[config.mk]
export PLATFORM = sky130hd
export DESIGN_NAME = f_mul_round_norm
export DESIGN_NICKNAME = d
export VERILOG_FILES = /design/src/rtl/f_pkg.sv /design/src/rtl/f_round_ne.sv /design/src/rtl/f_mul_round_norm.sv
export SDC_FILE = /design/constraint.sdc
export NUM_CORES = 1
export LEC_CHECK = 0
export CORE_MARGIN = 2
export CORE_UTILIZATION = 50
export CTS_BUF_LIST = sky130_fd_sc_hd__clkbuf_8
export DETAILED_ROUTE_END_ITERATION = 12
export PLACE_DENSITY = 0.78
export SLEW_MARGIN = 25
export SYNTH_ARGS = -nofsm -noshare
export SYNTH_HDL_FRONTEND = slang
export SYNTH_SLANG_ARGS = --single-unit
[constraint.sdc]
create_clock -name clk -period 3.6 [get_ports clk]
set_clock_uncertainty 0.05 [all_clocks]
set_input_delay 0.36 -clock clk [delete_from_list [all_inputs] [get_ports clk]]
set_output_delay 0.36 -clock clk [all_outputs]
set_load 0.02 [all_outputs]
[src/rtl/f_pkg.sv]
// Shared constants for the single-precision multiply back end:
// operand class encoding, exponent limits, canonical quiet NaN and flag bit positions.
package f_pkg;

    localparam logic [1:0] CLS_NORM = 2'd0;
    localparam logic [1:0] CLS_ZERO = 2'd1;
    localparam logic [1:0] CLS_INF  = 2'd2;
    localparam logic [1:0] CLS_NAN  = 2'd3;

    localparam int BIAS    = 127;
    localparam int EXP_MAX = 255;
    localparam int EXP_BITS = 8;

    localparam logic [31:0] QNAN = 32'h7FC00000;

    localparam int FLAG_OVF = 2;
    localparam int FLAG_UNF = 1;
    localparam int FLAG_INX = 0;

endpackage

[src/rtl/f_round_ne.sv]
// Round-to-nearest-even on a normalized significand plus exponent range check.
// Purely combinational so it can be shared with other arithmetic stages.
module f_round_ne
    import f_pkg::*;
#(
    parameter int EXP_W  = 10,
    parameter int MANT_W = 23,
    parameter int EMAX   = EXP_MAX
) (
    input  logic                    [MANT_W-1:0]   kept_i,
    input  logic                                   g_i,
    input  logic                                   s_i,
    input  logic signed             [EXP_W-1:0]    e_i,
    output logic                    [MANT_W-1:0]   frac_o,
    output logic                    [EXP_BITS-1:0] exp_o,
    output logic                                   ovf_o,
    output logic                                   unf_o,
    output logic                                   inexact_o
);

    localparam logic signed [EXP_W-1:0] E_MAX = EXP_W'(EMAX);
    localparam logic signed [EXP_W-1:0] E_MIN = EXP_W'(1);

    logic                    up;
    logic [MANT_W:0]         sum;
    logic signed [EXP_W-1:0] e_r;

    assign up  = g_i & (s_i | kept_i[0]);
    assign sum = {1'b0, kept_i} + {{MANT_W{1'b0}}, up};

    // An all-ones fraction rounding up wraps to zero; the carry bumps the exponent.
    assign e_r       = e_i + $signed({{(EXP_W-1){1'b0}}, sum[MANT_W]});
    assign frac_o    = sum[MANT_W-1:0];
    assign exp_o     = e_r[EXP_BITS-1:0];
    assign ovf_o     = (e_r >= E_MAX);
    assign unf_o     = (e_r < E_MIN);
    assign inexact_o = g_i | s_i | ovf_o | unf_o;

endmodule

[src/rtl/f_mul_round_norm.sv]
// Post-multiply normalize (S1) and round/pack (S2) for single precision,
// two-stage valid/ready pipeline; subnormal results flush to signed zero.
module f_mul_round_norm
    import f_pkg::*;
#(
    parameter int EXP_W  = 10,
    parameter int MANT_W = 23,
    parameter int BIAS   = f_pkg::BIAS
) (
    input  logic                          clk,
    input  logic                          rstn,
    input  logic                          in_valid,
    output logic                          in_ready,
    input  logic                          in_sign,
    input  logic [EXP_W-1:0]              in_exp,
    input  logic [2*(MANT_W+1)-1:0]       in_mant,
    input  logic [1:0]                    in_class,
    output logic                          out_valid,
    input  logic                          out_ready,
    output logic [31:0]                   out,
    output logic [2:0]                    out_flags
);

    localparam int PW = 2 * (MANT_W + 1);

    logic                    s1_valid_q;
    logic                    s1_sign_q;
    logic [1:0]              s1_class_q;
    logic [MANT_W-1:0]       s1_kept_q, s1_kept_d;
    logic                    s1_g_q, s1_g_d;
    logic                    s1_s_q, s1_s_d;
    logic signed [EXP_W-1:0] s1_e_q, s1_e_d;

    logic                    out_valid_q;
    logic [31:0]             out_q, out_d;
    logic [2:0]              flags_q, flags_d;

    logic s1_adv, s2_adv;

    assign s2_adv   = ~out_valid_q | out_ready;
    assign s1_adv   = ~s1_valid_q | s2_adv;
    assign in_ready = s1_adv;

    // Product of two [1,2) significands lies in [1,4): at most one right shift.
    always_comb begin
        if (in_mant[PW-1]) begin
            s1_kept_d = in_mant[PW-2 -: MANT_W];
            s1_g_d    = in_mant[PW-2-MANT_W];
            s1_s_d    = |in_mant[PW-3-MANT_W:0];
            s1_e_d    = $signed(in_exp) + $signed(EXP_W'(1));
        end else begin
            s1_kept_d = in_mant[PW-3 -: MANT_W];
            s1_g_d    = in_mant[PW-3-MANT_W];
            s1_s_d    = |in_mant[PW-4-MANT_W:0];
            s1_e_d    = $signed(in_exp);
        end
    end

    always_ff @(posedge clk) begin
        if (in_valid && s1_adv) begin
            s1_sign_q  <= in_sign;
            s1_class_q <= in_class;
            s1_kept_q  <= s1_kept_d;
            s1_g_q     <= s1_g_d;
            s1_s_q     <= s1_s_d;
            s1_e_q     <= s1_e_d;
        end
    end

    logic [MANT_W-1:0]   rnd_frac;
    logic [EXP_BITS-1:0] rnd_exp;
    logic                rnd_ovf, rnd_unf, rnd_inx;

    f_round_ne #(
        .EXP_W  (EXP_W),
        .MANT_W (MANT_W),
        .EMAX   (2 * BIAS + 1)
    ) u_round (
        .kept_i    (s1_kept_q),
        .g_i       (s1_g_q),
        .s_i       (s1_s_q),
        .e_i       (s1_e_q),
        .frac_o    (rnd_frac),
        .exp_o     (rnd_exp),
        .ovf_o     (rnd_ovf),
        .unf_o     (rnd_unf),
        .inexact_o (rnd_inx)
    );

    always_comb begin
        out_d   = '0;
        flags_d = '0;
        case (s1_class_q)
            CLS_NORM: begin
                flags_d[FLAG_OVF] = rnd_ovf;
                flags_d[FLAG_UNF] = rnd_unf;
                flags_d[FLAG_INX] = rnd_inx;
                if (rnd_ovf)      out_d = {s1_sign_q, 8'hFF, {MANT_W{1'b0}}};
                else if (rnd_unf) out_d = {s1_sign_q, 31'h0};
                else              out_d = {s1_sign_q, rnd_exp, rnd_frac};
            end
            CLS_ZERO: out_d = {s1_sign_q, 31'h0};
            CLS_INF:  out_d = {s1_sign_q, 8'hFF, {MANT_W{1'b0}}};
            default:  out_d = QNAN;
        endcase
    end

    always_ff @(posedge clk) begin
        if (!rstn) begin
            s1_valid_q  <= 1'b0;
            out_valid_q <= 1'b0;
            out_q       <= '0;
            flags_q     <= '0;
        end else begin
            if (s1_adv) s1_valid_q <= in_valid;
            if (s2_adv) out_valid_q <= s1_valid_q;
            if (s2_adv && s1_valid_q) begin
                out_q   <= out_d;
                flags_q <= flags_d;
            end
        end
    end

    assign out_valid = out_valid_q;
    assign out       = out_q;
    assign out_flags = flags_q;

endmodule

==> results of run 1 <==
power by group through the flow:
stage                     Combinational [mW]  Clock (mW)  Sequential, mW
after detailed placement               0.258           0           0.999
final                                  0.260       0.563           0.981
after floorplan                        0.122           0            1.00
after global placement                 0.254           0           0.997
after global routing                   0.283       0.616           0.986
after CTS                              0.260       0.571           0.980
logic make-up after synthesis:
| family | share of synthesized area (%) |
|---|---|
| fa+ha+maj | 3.27 |
| buf+inv | 2.65 |
| mux | 7.62 |
| flops | 49.2 |
| compound gates | 11.0 |
| xor+xnor | 8.48 |
| simple gates | 17.8 |
layer usage:
| layer | global-route usage, % | part of all wire [%] | wire length (um) |
|---|---|---|---|
| met1 | 25.0 | 42 | 3520 |
| met2 | 36.0 | 50 | 4180 |
| met3 | 4.15 | 5.6 | 467 |
| met4 | 8.33 | 1.7 | 145 |
| met5 | 0 | 0 | 0 |
through the flow:
step                      total power [mW]  setup WS, ns  std cells  instance area (um2)
after CTS                             1.81        0.0677        576                 5110
after floorplan                       1.12         0.590        368                 3820
after detailed placement              1.26        0.0727        560                 4940
after global routing                  1.89        0.0155        579                 5150
after global placement                1.25         0.325        560                 4940
final                                 1.80         0.316        579                 5150
synthesized netlist by cell type, types with 4 or more instances:
cell type  instances  area share [%]
and3_1             7             1.1
nor2_1            18             1.8
nand3_1           21             2.7
xor2_1            14             3.2
o21ai_0           12             1.6
clkbuf_1           7            0.69
xnor2_1           23             5.3
mux2_2            25             7.4
nand2_1           44             4.3
nand4_1            6            0.98
nor4_1             8             1.3
and4_1             4            0.92
edfxtp_1          38              30
inv_1              9            0.88
nor3_1            10             1.3
o21ai_1           11             1.4
a21oi_1           14             1.8
o21ai_2           10             2.3
dfxtp_1           37              19
ha_1              10             3.3
repair_timing:
item,in CTS,in global routing
endpoints found under the setup margin,0,33
buffers inserted,0,3
resized for setup,0,4
worst register-to-register path, stage by stage, from the launching register on:
cell and delay, ns:
edfxtp_1 0.36, o21a_1 0.12, ha_1 0.16, nand3_1 0.18
nor2_1 0.19, nand3_1 0.11, nor3_2 0.22, ha_2 0.25
ha_2 0.24, xor2_1 0.11, or3_1 0.32, nor3_1 0.17
o211ai_2 0.20, buf_4 0.19, a311oi_1 0.30
path summary, 6_finish.rpt:
path / start / endpoint / slack, ns / cells past startpoint
setup / recovery: s1_kept_q[0] / out_flags[1] / 0.32 / 14
hold / removal: out[6] / out[6] / 0.40 / 2
setup reg to reg: s1_kept_q[0] / out_flags[1] / 0.32 / 14
hold reg to reg: out[6] / out[6] / 0.40 / 2
area by class of cell:
type / instances / share of cell area (%)
clock buffer: 9 / 2.40
clock inverter: 7 / 0.899
inverter: 9 / 0.656
multi-input combinational: 271 / 36.1
sequential: 75 / 36.5
tap: 99 / 2.40
timing repair buffer: 109 / 21.0
sequential cells by signal, summed over array words and instances, names as in the netlist:
| register | cells |
|---|---|
| s1_e_q | 10 |
| s1_class_q | 2 |
| s1_g_q | 1 |
| s1_valid_q | 1 |
| out | 32 |
| s1_s_q | 1 |
| s1_kept_q | 23 |
| out_flags | 3 |
| s1_sign_q | 1 |
| out_valid | 1 |
==> flow_metrics.tcl, run 1 <==
set metrics [dict create \
    die_width_um 91.5 \
    crit_path_start_kind "register" \
    dieHeight_um 91.5 \
    fin_util_pct 70.3 \
    grt_max_degree 39 \
    wl_um 8310 \
    drc 0 \
    intPower_mw 1.34 \
    dpl.hpwl_um 6300 \
    antenna_cells 0 \
    swShare_pct 25.9 \
    start_util_pct 52.2 \
    ys_seq_elements 75 \
    path_max_fanout 6 \
    slew_headroom_pct 66.5 \
    antenna_found_initial 0 \
    grt_pass1_wl_um 13800 \
    path_clk_slew_ns 0.08 \
    slowest_delay_ns 0.36 \
    die_area_um2 8360 \
    tightest_slew_ns 0.500 \
    area_growth_pct 34.7 \
    dr_total_vias 3078 \
    drv_slew 0 \
    seq_area_um2 1880 \
    status "finished, final reports clean" \
    mappedNetlistArea_um2 3820 \
    layout_commonest_cell "clkdlybuf4s50_1" \
    switchingPower_uw 467 \
    p_comb_share_pct 14.4 \
    grt_usage_pct 20.7 \
    seq_area_frac_synth_pct 49.2 \
    cp_slowest_cell "edfxtp_1" \
    multi_input_area_um2 1860 \
    clockPowerShare_pct 31.2 \
    endpoint_kind "register" \
    vias_per_cell 5.32 \
    cts_num_sinks 75 \
    first_iter_violations 148 \
    fin_nets 550 \
    synth_warnings 0 \
    final_antenna_net_count 0 \
    finalHoldWorstSlack_ns 0.398 \
    grt_overflow 0 \
    first_global_vias 3018 \
    worstSetupPathType "reg -> reg" \
    period_minus_slack_ns 3.28 \
    fin_crit_sh_pct 91.2 \
    synth_edf_count 38 \
    async_flop_share_pct 0 \
    drt-pass1-iter-count 4 \
    ios 102 \
    fp-row-count 31 \
    clock-root-buffer "clkbuf_8" \
    cts_hold_buffers 0 \
    cts_tree "yes" \
    path_buf_inv 1 \
    ys_types 46 \
    htreeDepth 3 \
    hold_violations 0 \
    synth_fp_nets 443 \
    rsz0062_at_grt "no" \
    setup_violations 0 \
    peakVddDrop_mv 0.196 \
    worstSkewPairLatency_ns 0.35 \
    fillCellCount 548 \
    drive_gt1_share_pct 14.4 \
    worstPathCellList "o21a_1, ha_1, nand3_1, nor2_1, nand3_1, nor3_2, ha_2, ha_2, xor2_1, or3_1, nor3_1, o211ai_2, buf_4, a311oi_1" \
    timing.setup.tns_ns 0 \
    globalplace.congestion 0.882 \
    ys.flop_type "edfxtp_1" \
    required_ns 3.80 \
    final_cell_mix "clkdlybuf4s50_1, nand2_1, edfxtp_1" \
    powerDensity_nw_per_um2 350 \
    min_path_type "reg -> reg" \
    syn_area_per_cell_um2 10.4 \
    core_um2 7330 \
    path_delay_family "simple AND/OR/NAND/NOR gates" \
    fmax_ghz 0.305 \
    io_buffers 101 \
    drv_cap 0 \
    leakage_nw 1.79 \
    seq_power_share_pct 54.4 \
    cts_buffers 9 \
    wl_per_cell_um 14.4 \
    critical_path_arrival_ns 3.48 \
    synth_cells 368 \
    clock_path_buffers 2 \
]
(Power assumes the default switching activity.)
==> inputs of run 2 (changes only) <==
--- a/config.mk
+++ b/config.mk
@@ -6,10 +6,10 @@
 export NUM_CORES = 1
 export LEC_CHECK = 0
 export CORE_MARGIN = 2
-export CORE_UTILIZATION = 50
-export CTS_BUF_LIST = sky130_fd_sc_hd__clkbuf_8
+export CORE_UTILIZATION = 49
+export CTS_BUF_LIST = sky130_fd_sc_hd__clkbuf_4 sky130_fd_sc_hd__clkbuf_8 sky130_fd_sc_hd__clkbuf_16
 export DETAILED_ROUTE_END_ITERATION = 12
-export PLACE_DENSITY = 0.78
+export PLACE_DENSITY = 0.77
 export SLEW_MARGIN = 25
 export SYNTH_ARGS = -nofsm -noshare
 export SYNTH_HDL_FRONTEND = slang
==> run 2 against run 1 <==
Effect of this change:
- critical path type unchanged
- maximum frequency fell by 0.66%
- worst setup slack worse by 0.022 ns
- clock power rose by 18%
- count of clock-buffer cells in the layout increased by 2
==> flow_metrics.tcl, run 2 (synthesis results as in run 1) <==
set metrics [dict create \
    swShare_pct 24.6 \
    drv_cap 0 \
    worstSetupPathType "reg -> reg" \
    placed_area_um2 4940 \
    antenna_cells 0 \
    grt_overflow 0 \
    tightest_slew_ns 0.840 \
    r2r_cells 15 \
    cts_hold_buffers 0 \
    cts_num_sinks 75 \
    fmax_ghz 0.303 \
    clockPowerShare_pct 34.9 \
    die_width_um 92.3 \
    io_buffers 101 \
    die_area_um2 8530 \
    clock-root-buffer "clkbuf_8" \
    dieHeight_um 92.3 \
    fin_nets 550 \
    min_path_type "reg -> reg" \
    antenna_found_initial 0 \
    peakVddDrop_mv 0.212 \
    dr_total_vias 3139 \
    endpoint_kind "register" \
    design_area_um2 5180 \
    fp-row-count 32 \
    path_clk_slew_ns 0.08 \
    switchingPower_uw 468 \
    p_comb_share_pct 13.7 \
    slew_headroom_pct 43.6 \
    globalplace.congestion 0.941 \
    critical_path_arrival_ns 3.49 \
    hold_violations 0 \
    largest_reg_flops 32 \
    wl_per_cell_um 14.4 \
    period_minus_slack_ns 3.31 \
    worstSkewPairLatency_ns 0.35 \
    seq_power_share_pct 51.5 \
    dpl.hpwl_um 6340 \
    cts_tree "yes" \
    clock_path_buffers 2 \
    cts_buffers 9 \
    leakage_nw 1.80 \
    wl_um 8360 \
    core_um2 7650 \
    setup_violations 0 \
    drv_slew 0 \
    layout_commonest_cell "clkdlybuf4s50_1" \
    crit_path_start_kind "register" \
    drive_gt1_share_pct 14.2 \
    status "finished, final reports clean" \
    first_global_vias 3007 \
    grt_usage_pct 20.4 \
    drc 0 \
    first_iter_violations 158 \
    grt_max_degree 39 \
    grt_pass1_wl_um 13900 \
    start_util_pct 50.0 \
    ios 102 \
    final_antenna_net_count 0 \
    area_growth_pct 35.4 \
    required_ns 3.79 \
    htreeDepth 3 \
    intPower_mw 1.44 \
    path_max_fanout 21 \
    worstHoldPathCells 2 \
    total_power_mw 1.91 \
    fin_crit_sh_pct 91.8 \
    final_cell_mix "clkdlybuf4s50_1, nand2_1, edfxtp_1" \
    powerDensity_nw_per_um2 368 \
    vias_per_cell 5.39 \
    drt-pass1-iter-count 4 \
]
run 2: power groups by stage:
| stage | logic, mW | registers (mW) | clock network [mW] |
|---|---|---|---|
| global route | 0.282 | 0.987 | 0.705 |
| detailed placement | 0.259 | 1.00 | 0 |
| finish | 0.260 | 0.981 | 0.665 |
| CTS | 0.260 | 0.981 | 0.676 |
| global placement | 0.254 | 0.998 | 0 |
| floorplan | 0.122 | 1.00 | 0 |
run 2: per-layer routing:
metal  vias up  track usage (%)  routed length, um
met3        18             3.50                404
met4         0             8.96                199
met5         -                0                  0
met1      1458             25.6               3590
met2       106             34.7               4160
li1       1557                -                  -
run 2: worst paths after layout:
path,from,endpoint,slack (ns)
max,s1_s_q,out[2],0.29
min,out[11],out[11],0.40
max reg2reg,s1_s_q,out[2],0.29
min reg2reg,out[11],out[11],0.40
run 2: worst max-delay path, cell delays in order, from the launching register on:
cell and delay (ns):
edfxtp_1 0.36, o21a_1 0.13, ha_1 0.17, nand3_1 0.19, nor2_1 0.19, nand3_1 0.10
nor3_1 0.24, ha_2 0.29, ha_2 0.25, xor2_1 0.10, or3_1 0.31, nor3_1 0.19
o211ai_2 0.19, nand4_2 0.16, buf_12 0.18, o21ai_0 0.09
run 2: layout make-up:
type	instances	area, um2
Inverter	9	33.8
Clock inverter	5	60.1
Fill cell	590	2470
Tap cell	102	128
Sequential cell	75	1880
Multi-Input combinational cell	271	1850
Clock buffer	11	145
Timing Repair Buffer	109	1080
run 2: through the flow:
step	TNS [ns]	setup WS [ns]	hold slack [ns]	cells	util, %
final	0	0.294	0.396	582	67.7
after global routing	-0.0146	-0.0122	0.431	582	67.7
after CTS	0	0.128	0.400	579	67.3
after detailed placement	0	0.133	0.390	563	64.7
after global placement	0	0.326	0.384	563	64.7
after floorplan	0	0.590	0.409	368	-
run 2: repair_timing:
action / 4_1_cts / 5_1_grt
buffers inserted: 0 / 3
resized for setup: 0 / 2
setup endpoints to repair: 0 / 32
